==> src/rtl/result_select_stage.sv <==
// Registered writeback result select: NUM_SRC-way mux into a one-cycle stage with a one-entry skid buffer.
// Optional sticky out-of-range select flag sel_err, enabled by defining RESULT_SEL_ERR_EN.
module result_select_stage #(
  parameter  int WIDTH   = 32,
  parameter  int NUM_SRC = 3,
  parameter  int RD_W    = 5,
  localparam int SEL_W   = (NUM_SRC > 1) ? $clog2(NUM_SRC) : 1
) (
  input  logic                     clk,
  input  logic                     rst_n,
  input  logic [NUM_SRC*WIDTH-1:0] in_data,
  input  logic [SEL_W-1:0]         in_sel,
  input  logic [RD_W-1:0]          in_rd,
  input  logic                     in_valid,
  output logic                     in_ready,
  input  logic                     flush,
  output logic [WIDTH-1:0]         out_data,
  output logic [RD_W-1:0]          out_rd,
  output logic                     out_valid,
`ifdef RESULT_SEL_ERR_EN
  output logic                     sel_err,
`endif
  input  logic                     out_ready
);

  // state   | meaning
  // S_EMPTY | main and skid both empty
  // S_ONE   | main holds the output entry, skid empty
  // S_FULL  | main holds the output entry, skid holds the next one
  // Encoding is {main_valid, skid_valid}.
  typedef enum logic [1:0] {
    S_EMPTY = 2'b00,
    S_ONE   = 2'b10,
    S_FULL  = 2'b11
  } state_t;

  state_t           r_state;
  state_t           w_state_nxt;
  logic [WIDTH-1:0] r_main_data;
  logic [RD_W-1:0]  r_main_rd;
  logic [WIDTH-1:0] r_skid_data;
  logic [RD_W-1:0]  r_skid_rd;
  logic [WIDTH-1:0] w_sel_data;
  logic             w_accept;
  logic             w_xfer;
  logic             w_load_main_in;
  logic             w_load_main_skid;
  logic             w_load_skid;

  // Unmatched select values fall through to zero, never X.
  always_comb begin
    w_sel_data = '0;
    for (int k = 0; k < NUM_SRC; k++) begin
      if (in_sel == SEL_W'(k)) w_sel_data = in_data[k*WIDTH +: WIDTH];
    end
  end

  assign in_ready  = ~r_state[0];
  assign out_valid = r_state[1];
  assign out_data  = r_main_data;
  assign out_rd    = r_main_rd;
  assign w_accept  = in_valid && in_ready;
  assign w_xfer    = out_valid && out_ready;

  always_ff @(posedge clk or negedge rst_n) begin
    if (!rst_n) r_state <= S_EMPTY;
    else        r_state <= w_state_nxt;
  end

  always_comb begin
    w_state_nxt      = r_state;
    w_load_main_in   = 1'b0;
    w_load_main_skid = 1'b0;
    w_load_skid      = 1'b0;
    if (flush) begin
      w_state_nxt = S_EMPTY;
    end else begin
      case (r_state)
        S_EMPTY: begin
          if (w_accept) begin
            w_state_nxt    = S_ONE;
            w_load_main_in = 1'b1;
          end
        end
        S_ONE: begin
          if (w_accept && w_xfer) begin
            w_load_main_in = 1'b1;
          end else if (w_accept) begin
            w_state_nxt = S_FULL;
            w_load_skid = 1'b1;
          end else if (w_xfer) begin
            w_state_nxt = S_EMPTY;
          end
        end
        S_FULL: begin
          if (w_xfer) begin
            w_state_nxt      = S_ONE;
            w_load_main_skid = 1'b1;
          end
        end
        default: w_state_nxt = S_EMPTY;
      endcase
    end
  end

  always_ff @(posedge clk or negedge rst_n) begin
    if (!rst_n) begin
      r_main_data <= '0;
      r_main_rd   <= '0;
      r_skid_data <= '0;
      r_skid_rd   <= '0;
    end else begin
      if (w_load_main_in) begin
        r_main_data <= w_sel_data;
        r_main_rd   <= in_rd;
      end else if (w_load_main_skid) begin
        r_main_data <= r_skid_data;
        r_main_rd   <= r_skid_rd;
      end
      if (w_load_skid) begin
        r_skid_data <= w_sel_data;
        r_skid_rd   <= in_rd;
      end
    end
  end

`ifdef RESULT_SEL_ERR_EN
  logic w_sel_oob;
  logic r_sel_err;

  assign w_sel_oob = (int'(in_sel) >= NUM_SRC);
  assign sel_err   = r_sel_err;

  always_ff @(posedge clk or negedge rst_n) begin
    if (!rst_n)                       r_sel_err <= 1'b0;
    else if (flush)                   r_sel_err <= 1'b0;
    else if (w_accept && w_sel_oob)   r_sel_err <= 1'b1;
  end
`endif

endmodule
==> config.mk <==
export PLATFORM = sky130hd
export DESIGN_NAME = result_select_stage
export DESIGN_NICKNAME = d
export VERILOG_FILES = /design/src/rtl/result_select_stage.sv
export SDC_FILE = /design/constraint.sdc
export NUM_CORES = 1
export LEC_CHECK = 0
export CAP_MARGIN = 20
export CORE_MARGIN = 1.5
export CORE_UTILIZATION = 40
export CTS_CLUSTER_SIZE = 40
export DETAILED_ROUTE_END_ITERATION = 8
export GPL_TIMING_DRIVEN = 0
export HOLD_SLACK_MARGIN = 0.1
export PLACE_DENSITY = 0.8
export SETUP_SLACK_MARGIN = 0.1
export SYNTH_ARGS = -nofsm -noshare
export SYNTH_HDL_FRONTEND = slang
export SYNTH_SLANG_ARGS = --single-unit
==> constraint.sdc <==
create_clock -name clk -period 1.6 [get_ports clk]
set_input_delay 0.32 -clock clk [delete_from_list [all_inputs] [get_ports clk]]
set_output_delay 0.32 -clock clk [all_outputs]
set_load 0.02 [all_outputs]
==> results.sh <==
export IMPL_worstPathArrival_ns=2.00
export IMPL_gp_congestion=0.791
export IMPL_grt_pass1_wl_um=16800
export IMPL_violations="negative setup slack"
export IMPL_setup_violations=53
export IMPL_cp_max_fo=8
export IMPL_grt_use_total_pct=21.0
export IMPL_internal_power_w=0.00578
export IMPL_final_hold_viol_count=0
export IMPL_path_class="reg2reg"
export IMPL_hold_class="in2async"
export IMPL_crit_top_cell="buf_12"
export IMPL_dr_pass1_iters=4
export IMPL_tightest_slew_ns=0.537
export IMPL_syn_inst=375
export IMPL_drc=0
export IMPL_place_area_um2=5670
export IMPL_die_x_um=102
export IMPL_end_kind="flop"
export IMPL_reg2reg_depth=6
export IMPL_hpwl_um=7750
export IMPL_sw_frac_of_total_pct=34.2
export IMPL_clkSinkCount=76
export IMPL_worstPathCellList="ha_4, and4bb_4, a32oi_4, buf_12, buf_12, mux2i_2"
export IMPL_via_per_inst=4.97
export IMPL_worst_clock_skew_ns=0.0103
export IMPL_ys_seq_area_share_pct=48.1
export IMPL_antenna_found_initial=0
export IMPL_wl_um=10800
export IMPL_clock_power_share_pct=21.2
export IMPL_power_switching_w=0.00301
export IMPL_setup_ws_ns=-0.148
export IMPL_seqPwrFrac_pct=37.7
export IMPL_cpPeakStageDelay_ns=0.46
export IMPL_yosys_most_used_dff="dfrtp_1"
export IMPL_fin_nets=661
export IMPL_relSlewSlack_pct=64.2
export IMPL_final_common_cell="clkdlybuf4s50_1"
export IMPL_die_area_um2=10500
export IMPL_rsz0062_at_grt="yes"
export IMPL_drive_gt1_share_pct=15.0
export IMPL_synth_area_um2=3960
export IMPL_wl_per_cell_um=15.8
export IMPL_root_buffer="clkbuf_8"
export IMPL_final_cell_mix="clkdlybuf4s50_1, mux2i_1, dfrtp_1"
export IMPL_crit_required_ns=1.85
export IMPL_synth_seq_cells=76
export IMPL_ys_async_sr_fraction_pct=100
export IMPL_leakage_nw=3.17
export IMPL_syn_to_final_growth_pct=56.7
export IMPL_detail_route_antenna_nets=0
export IMPL_fin_crit_ns=1.75
export IMPL_cts_max_level=3
export IMPL_rr_startpoint="r_state[1]$_DFFE_PN0P_"
export IMPL_use_met3_pct=5.68
export IMPL_fin_area_um2=6200
export IMPL_met1_usage_pct=24.7
export IMPL_ys_warn_count=0
export IMPL_startpoint_type="flop"
export IMPL_core_um2=9680
export IMPL_rrSetupSlack_ns=-0.15
export IMPL_vias=3415
export IMPL_crit_slowest_cell="dfrtp_2"
export IMPL_grtUsageMet2_pct=38.0
export IMPL_rows=36
export IMPL_cts_made_buffers=9
export IMPL_ios=147
export IMPL_grt_start_max_net_pins=76
export IMPL_peakVddDrop_mv=0.966
export IMPL_finalCritPeriodShare_pct=109
export IMPL_r2r_end="out_data[17]$_DFFE_PN0P_"
export IMPL_p_per_area_nw_per_um2=1420
export IMPL_synth_distinct_cells=24
export IMPL_synth_edf_count=0
export IMPL_ctsLongestPathBuffers=2
export IMPL_combPwrFrac_pct=41.1
export IMPL_fmax_mhz=572
export IMPL_clk_pin_slew_ns=0.08
export IMPL_busiest_layer="met2"
export IMPL_grt_pass1_vias=3520
export IMPL_synth_avg_cell_area_um2=10.6
export IMPL_grt_overflow=0
export IMPL_p_total_w=0.00878
export IMPL_die_h_um=102
export IMPL_initial_core_util_pct=40.9
export IMPL_slew_viol_final=0
export IMPL_worstSkewPairLatency_ns=0.34
export IMPL_synth_net_count=487
export IMPL_port_buffers=144
export IMPL_drt_iter0_drc=98
export IMPL_cap_violations=0
export IMPL_n_antenna_cell=0
export IMPL_cts_tree="done"
export IMPL_status="complete, but fails checks"
worst max-delay path by stage:
stage | slack, ns | end | startpoint | cells after the start
3_5_place_dp | -0.55 | out_data[23]$_DFFE_PN0P_ | flush | 5
3_3_place_gp | -2.54 | r_state[1]$_DFFE_PN0P_ | rst_n | 1
5_1_grt | -0.21 | out_data[17]$_DFFE_PN0P_ | r_state[1]$_DFFE_PN0P_ | 7
6_report | -0.15 | out_data[17]$_DFFE_PN0P_ | r_state[1]$_DFFE_PN0P_ | 6
4_1_cts | -0.14 | out_data[17]$_DFFE_PN0P_ | r_state[0]$_DFFE_PN0P_ | 7
2_1_floorplan | -0.03 | r_state[0]$_DFFE_PN0P_ | r_state[0]$_DFFE_PN0P_ | 6
kinds of logic (layout without fill, tap and decap cells):
family | count (synthesis) | after routing | synth area share [%]
fa+ha+maj | 4 | 4 | 1.27
simple gates | 89 | 89 | 9.30
compound gates | 73 | 73 | 10.6
flops | 76 | 76 | 48.1
mux | 104 | 104 | 26.5
buf+inv | 29 | 208 | 4.27
flip-flops by register name (all words and copies together), names as in the netlist:
register     flops
out_data        32
r_skid_data     32
out_rd           5
r_skid_rd        5
r_state          2
power by group through the flow:
stage	combinational (W)	clock, W	sequential, W
2_1_floorplan	0.00144	0	0.00383
3_3_place_gp	0.00347	0	0.00331
3_5_place_dp	0.00360	0	0.00337
4_1_cts	0.00348	0.00192	0.00330
5_1_grt	0.00393	0.00201	0.00342
6_report	0.00361	0.00186	0.00331
metrics by stage:
stage                     TNS, ns  hold WS [ns]  setup slack (ns)  utilization [%]  cells
after floorplan             -1.19        0.0244           -0.0315                -    375
after global placement    -204.40         0.460             -2.54             58.3    652
after detailed placement   -35.56         0.119            -0.555             58.6    653
after CTS                   -5.04         0.292            -0.141             62.4    676
after global routing        -8.50         0.297            -0.210             64.0    687
final                       -5.18         0.309            -0.148             64.0    687
per-layer routing:
metal  wire length [µm]  part of all wire, %
met1               4470                   41
met2               5670                   52
met3                559                  5.2
met4                121                  1.1
met5                  0                    0
cell usage after synthesis (all sizes together) (2+ instances only):
library cell  instances  area, µm²
dfrtp                76       1900
o21ai                32        160
a31oi                 5       50.1
a21oi                33        165
nand2                45        169
clkbuf               10       37.5
mux2                  6       67.6
mux2i                98        981
ha                    4       50.1
nor2                 37        146
nor2b                 5       31.3
inv                   2       7.51
buf                  17        124
area by class of cell:
class                      instances  area, µm²
fill                             799       3480
multi-input combinational        270       1940
sequential                        76       1900
timing repair buffer             163       1620
buffer                            27        303
tap                              133        166
clock buffer                      11        131
clock inverter                     5        125
inverter                           2       7.51
worst max-delay path, delay by kind of cell (launching register included):
kind | cells | cell delay (ns)
flip-flops | 1 | 0.46
adder cells (fa/ha/maj) | 1 | 0.17
AND/OR/NAND/NOR | 1 | 0.23
AO/OA/AOI/OAI | 1 | 0.25
multiplexers | 1 | 0.21
buffers and inverters | 2 | 0.32
what timing repair did:
item	CTS	global route
pin swaps	2	3
hold buffers	1	0
cloned	0	3
endpoints found under the hold margin	76	0
setup buffers	6	8
setup endpoints to repair	115	78
resized for setup	68	15
No activity file was read; power rests on OpenSTA's default activity.
